[config.mk]
export PLATFORM = sky130hd
export DESIGN_NAME = fp_div_iter
export DESIGN_NICKNAME = d
export VERILOG_FILES = /design/src/rtl/fp_div_iter.sv
export SDC_FILE = /design/constraint.sdc
export NUM_CORES = 1
export LEC_CHECK = 0
export BUFFER_PORTS_ARGS = -buffer_cell sky130_fd_sc_hd__buf_2
export CAP_MARGIN = 20
export CORE_MARGIN = 2
export CORE_UTILIZATION = 45
export DETAILED_ROUTE_END_ITERATION = 12
export PLACE_DENSITY = 0.67
export SLEW_MARGIN = 5
export SYNTH_ARGS = -nofsm -noshare
export SYNTH_HDL_FRONTEND = slang
export SYNTH_SLANG_ARGS = --single-unit
[constraint.sdc]
create_clock -name clk -period 3.4 [get_ports clk]
set_clock_uncertainty 0.1 [all_clocks]
set_input_delay 0.68 -clock clk [delete_from_list [all_inputs] [get_ports clk]]
set_output_delay 0.68 -clock clk [all_outputs]
set_load 0.1 [all_outputs]
[src/rtl/fp_div_iter.sv]
// Iterative IEEE 754 single-precision divider: restoring radix-2 core,
// one quotient bit per cycle, truncating rounding, denormals flushed to zero.
module fp_div_iter #(
   parameter logic [31:0] NAN_VALUE = 32'h7FC00000
) (
   input  logic        clk,
   input  logic        rst,
   input  logic        in_valid,
   output logic        in_ready,
   input  logic [31:0] a,
   input  logic [31:0] b,
   output logic        out_valid,
   input  logic        out_ready,
   output logic [31:0] result,
   output logic        div_by_zero
);

   localparam int unsigned EXP_W    = 8;
   localparam int unsigned FRAC_W   = 23;
   localparam int unsigned MANT_W   = FRAC_W + 1;
   localparam int unsigned REM_W    = MANT_W + 1;
   localparam int unsigned QUO_W    = 25;
   localparam int unsigned CNT_W    = 5;
   localparam int unsigned LAST_CNT = QUO_W - 1;

   typedef enum logic [1:0] {IDLE, DIV, NORM, DONE} state_e;

   state_e              state_q, state_d;
   logic                sign_q, sign_d;
   logic [EXP_W-1:0]    ea_q, ea_d, eb_q, eb_d;
   logic [REM_W-1:0]    rem_q, rem_d;
   logic [MANT_W-1:0]   dvs_q, dvs_d;
   logic [QUO_W-1:0]    quo_q, quo_d;
   logic [CNT_W-1:0]    cnt_q, cnt_d;
   logic [31:0]         res_q, res_d;
   logic                dbz_q, dbz_d;
   logic                in_ready_q, in_ready_d;
   logic                out_valid_q, out_valid_d;

   // Operand classification, evaluated on the raw inputs at acceptance
   logic a_exp_max, b_exp_max, a_nan, b_nan, a_inf, b_inf, a_zero, b_zero, op_sign;
   assign a_exp_max = (a[30:23] == 8'hFF);
   assign b_exp_max = (b[30:23] == 8'hFF);
   assign a_nan     = a_exp_max && (a[22:0] != 23'h0);
   assign b_nan     = b_exp_max && (b[22:0] != 23'h0);
   assign a_inf     = a_exp_max && (a[22:0] == 23'h0);
   assign b_inf     = b_exp_max && (b[22:0] == 23'h0);
   assign a_zero    = (a[30:23] == 8'h00);
   assign b_zero    = (b[30:23] == 8'h00);
   assign op_sign   = a[31] ^ b[31];

   // One restoring step: subtract divisor when it fits, then shift left
   logic [REM_W-1:0] dvs_ext, diff;
   logic             q_bit;
   assign dvs_ext = {1'b0, dvs_q};
   assign q_bit   = (rem_q >= dvs_ext);
   assign diff    = q_bit ? (rem_q - dvs_ext) : rem_q;

   // Normalisation: quotient lies in (0.5, 2), so at most one position of shift
   logic signed [9:0]   exp_s;
   logic [FRAC_W-1:0]   mant_n;
   assign exp_s  = $signed({2'b00, ea_q}) - $signed({2'b00, eb_q})
                 + (quo_q[QUO_W-1] ? 10'sd127 : 10'sd126);
   assign mant_n = quo_q[QUO_W-1] ? quo_q[QUO_W-2:1] : quo_q[QUO_W-3:0];

   always_comb begin
      state_d = state_q;
      sign_d  = sign_q;
      ea_d    = ea_q;
      eb_d    = eb_q;
      rem_d   = rem_q;
      dvs_d   = dvs_q;
      quo_d   = quo_q;
      cnt_d   = cnt_q;
      res_d   = res_q;
      dbz_d   = dbz_q;
      unique case (state_q)
         IDLE: begin
            if (in_valid) begin
               sign_d = op_sign;
               ea_d   = a[30:23];
               eb_d   = b[30:23];
               dbz_d  = 1'b0;
               if (a_nan || b_nan || (a_zero && b_zero) || (a_inf && b_inf)) begin
                  res_d   = NAN_VALUE;
                  state_d = DONE;
               end else if (a_inf) begin
                  res_d   = {op_sign, 8'hFF, 23'h0};
                  state_d = DONE;
               end else if (b_zero) begin
                  res_d   = {op_sign, 8'hFF, 23'h0};
                  dbz_d   = 1'b1;
                  state_d = DONE;
               end else if (a_zero || b_inf) begin
                  res_d   = 32'h0000_0000;
                  state_d = DONE;
               end else begin
                  rem_d   = {1'b0, 1'b1, a[22:0]};
                  dvs_d   = {1'b1, b[22:0]};
                  quo_d   = '0;
                  cnt_d   = '0;
                  state_d = DIV;
               end
            end
         end
         DIV: begin
            quo_d = {quo_q[QUO_W-2:0], q_bit};
            rem_d = diff << 1;
            cnt_d = cnt_q + CNT_W'(1);
            if (cnt_q == CNT_W'(LAST_CNT)) begin
               state_d = NORM;
            end
         end
         NORM: begin
            if (exp_s >= 10'sd255) begin
               res_d = {sign_q, 8'hFF, 23'h0};
            end else if (exp_s <= 10'sd0) begin
               res_d = 32'h0000_0000;
            end else begin
               res_d = {sign_q, exp_s[EXP_W-1:0], mant_n};
            end
            state_d = DONE;
         end
         DONE: begin
            if (out_ready) begin
               state_d = IDLE;
            end
         end
         default: state_d = IDLE;
      endcase
      in_ready_d  = (state_d == IDLE);
      out_valid_d = (state_d == DONE);
   end

   always_ff @(posedge clk) begin
      if (rst) begin
         state_q     <= IDLE;
         sign_q      <= 1'b0;
         ea_q        <= '0;
         eb_q        <= '0;
         rem_q       <= '0;
         dvs_q       <= '0;
         quo_q       <= '0;
         cnt_q       <= '0;
         res_q       <= '0;
         dbz_q       <= 1'b0;
         in_ready_q  <= 1'b1;
         out_valid_q <= 1'b0;
      end else begin
         state_q     <= state_d;
         sign_q      <= sign_d;
         ea_q        <= ea_d;
         eb_q        <= eb_d;
         rem_q       <= rem_d;
         dvs_q       <= dvs_d;
         quo_q       <= quo_d;
         cnt_q       <= cnt_d;
         res_q       <= res_d;
         dbz_q       <= dbz_d;
         in_ready_q  <= in_ready_d;
         out_valid_q <= out_valid_d;
      end
   end

   assign in_ready    = in_ready_q;
   assign out_valid   = out_valid_q;
   assign result      = res_q;
   assign div_by_zero = dbz_q;

endmodule

==> flow_summary.toml <==
[worst_hold_path]
holdPathEnd = "result[8]"
timing.hold.worst.start = "result[8]"
hp-class = "reg2reg"
hold-path-cell-count = 2

[status]
status = "complete, but fails checks"
failed_checks = "setup timing"

[sta]
worst_slew_margin_rel_pct = 54.7
maxSlewViolCount = 0
timing.final.crit_share_pct = 101
holdWs_ns = 0.342
clock.fmax_mhz = 290
setup_ws_ns = -0.0509
layout_min_cycle_time_ns = 3.45
setup-violations-final = 7
finalSetupTns_ns = -0.238
grt_setup_unrepaired = "true"
tightestPinTransition_ns = 0.673
hold_viol_final = 0

[grt]
grt_start_max_net_pins = 92
grt_pass1_vias = 6487
globalRouteTotalUtil_pct = 23.2
grt_first_pass_wirelength_um = 32700
grt.met2_usage_pct = 37.7
gr-usage-met3_pct = 4.18
gr-usage-met1_pct = 30.8
antenna_found_initial = 0
globalRoute.busiestLayer = "met2"
grt_overflow_total = 0

[cells_and_area]
final.fill_count = 1541
finish.net_count = 1164
layout-drive-gt1-share_pct = 18.8
antenna_cells = 0
synthToLayoutAreaGrowth_pct = 22.0
final_cell_count_without_fillers = 1290

[synthesis]
mappedNetlistNets = 1051
post_synth_instance_area_um2 = 7450
synth_edf_count = 0
syn-instance-count = 945
synth_area_leaders = "dfxtp_1 (36%), nand2_1 (7.9%), ha_1 (6.0%)"
synth.lib_cells_used.distinct = 65
synth-seq-area-share_pct = 35.7
synthesis.yosys.warnings = 0
syn_avg_cell_area_um2 = 7.88
post-synth-top-area-fraction_pct = 35.7
synth-seq-cells = 133
synthFlopType = "dfxtp_1"
synthArstFlopShare_pct = 0
synth_largest_area_cell = "dfxtp_1"

[die]
placement_rows = 47
io_pins = 103
chipWidth_um = 133
die_h_um = 133
initial_core_util_pct = 45.4
die_area_um2 = 17600
core_area_um2 = 16400

[worst_setup_path]
ff2ff_path_depth = 12
worst-endpoint-arrival_ns = 3.62
worst_setup_path_start_kind = "register"
r2r_end = "result[27]"
r2r_slack_ns = -0.05
worst_path_max_delay_cell = "or4b_4"
delay_of_the_slowest_cell_on_the_worst_path_ns = 0.46
cp.required_ns = 3.56
crit_path_end_kind = "register"
critical_path_cell_by_cell = "inv_2 -> ha_4 -> inv_2 -> fa_2 -> a211o_1 -> a2111oi_2 -> a211o_2 -> or4b_4 -> or3_1 -> a211o_1 -> a41oi_4 -> a311oi_1"
reg2reg_from = "ea_q[0]"
crit_path_max_fanout = 7
worstSetupPathType = "reg2reg"

[drt]
detail_route.first_pass.iterations = 6
routedWlPerCell_um = 15.9
drc = 0
finalWirelength_um = 20500
antenna_violating_nets_post_route = 0
vias_per_cell = 5.53
detailedRoute.firstIterationViolations = 468
vias = 7131

[placed_design]
finalWeightedCongestion = 0.930
dp_hpwl_um = 14900
placedCellCount = 1255
place.port_buffers = 102

[clocking]
cts.sinks = 133
cts-root-to-sink-buffers = 2
clock_tree.htree_level_count = 4
cts_root_buffer = "clkbuf_16"
clk-insertion-delay-late_ns = 0.42
worst_setup_hold_path_clk_slew_ns = 0.06
cts-hold-fix-buffers = 0
tritoncts = "done"
cts_buffers = 17

[job]
max_cap_violations = 0

[pwr]
power_leakage_nw = 3.61
peakVddDrop_uv = 407
power_density_nw_per_um2 = 610
totalPowerFinal_mw = 5.54
==> flip-flops by register name, summed over array words and instances (netlist names) <==
name / cells
dvs_q: 24
state_q: 2
sign_q: 1
div_by_zero: 1
out_valid: 1
in_ready: 1
quo_q: 25
ea_q: 8
rem_q: 25
cnt_q: 5
eb_q: 8
result: 32
==> worst max-delay path: cells and delay by family, from the launching register on <==
kind,cells,cell delay (ns)
AOI/OAI and AO/OA,6,1.54
DFF,1,0.32
buffers and inverters,2,0.09
and+or+nand+nor,2,0.78
adders and majority gates,2,0.47
==> power by group <==
group	total, mW	internal, mW	switching, mW
logic	1.96	0.809	1.15
clock network	1.85	1.11	0.740
registers	1.73	1.66	0.0756
total	5.54	3.57	1.97
==> per-stage QoR <==
stage	worst slack [ns]	cell area, µm²	utilization, %
detailed placement	-0.151	8380	51.1
floorplan	0.0140	7450	-
CTS	-0.0408	9000	54.9
finish	-0.0509	9090	55.4
global placement	-0.0649	8380	51.1
global route	-0.173	9090	55.4
==> routing by layer <==
| layer | vias up | routed length [µm] |
|---|---|---|
| li1 | 3608 | - |
| met1 | 3275 | 9350 |
| met2 | 213 | 9560 |
| met3 | 35 | 1120 |
| met4 | 0 | 426 |
| met5 | - | 0 |
==> worst max-delay path by stage <==
| stage | startpoint | endpoint | slack [ns] | cells after the start |
|---|---|---|---|---|
| after detailed placement | ea_q[0] | result[27] | -0.15 | 12 |
| final | ea_q[0] | result[27] | -0.05 | 12 |
| after global routing | ea_q[0] | result[29] | -0.17 | 12 |
| after floorplan | ea_q[0] | result[25] | 0.01 | 12 |
| after global placement | ea_q[0] | result[29] | -0.06 | 12 |
| after CTS | ea_q[0] | result[27] | -0.04 | 12 |
==> cells in the final DEF (no fill, tap or decap), drive strengths merged, types with 14 or more instances in the layout <==
cell,synthesis,layout
nand2,157,157
buf,6,143
dfxtp,133,133
nor2,82,82
a21oi,78,78
o21ai,51,51
inv,44,48
ha,36,36
a22oi,33,33
mux2i,27,27
nor3,21,21
clkbuf,44,19
a31oi,17,17
xor2,17,17
xnor2,16,16
o221ai,15,15
nand4,14,14
==> synthesized netlist by cell type, types with 20 or more instances <==
master    count
ha_1         36
o21ai_0      30
inv_1        44
o21ai_1      21
nor2_1       82
dfxtp_1     133
mux2i_1      27
a22oi_1      33
nand2_1     157
clkbuf_1     44
a21oi_1      78
nor3_1       20
==> area by class of cell <==
type	count	area, µm²	area share, %
Clock buffer	18	439	4.83
Clock inverter	13	150	1.65
Inverter	44	165	1.82
Multi-Input combinational cell	718	4500	49.5
Sequential cell	133	2670	29.3
Tap cell	220	275	3.03
Timing Repair Buffer	144	897	9.87
==> cells by family after synthesis <==
logic type / share of synthesized area, %
AO/OA/AOI/OAI: 23.3
XOR/XNOR: 3.88
adder cells (fa/ha/maj): 6.58
buffers and inverters: 4.94
flip-flops: 35.7
multiplexers: 3.93
AND/OR/NAND/NOR: 21.6
==> repair_timing <==
action / CTS / global route
resized for setup: 10 / 8
gates cloned: 0 / 1
pin swaps: 3 / 3
setup buffers: 1 / 2
hold endpoints to repair: 0 / 0
endpoints found under the setup margin: 30 / 31
No activity file was read; power rests on OpenSTA's default activity.
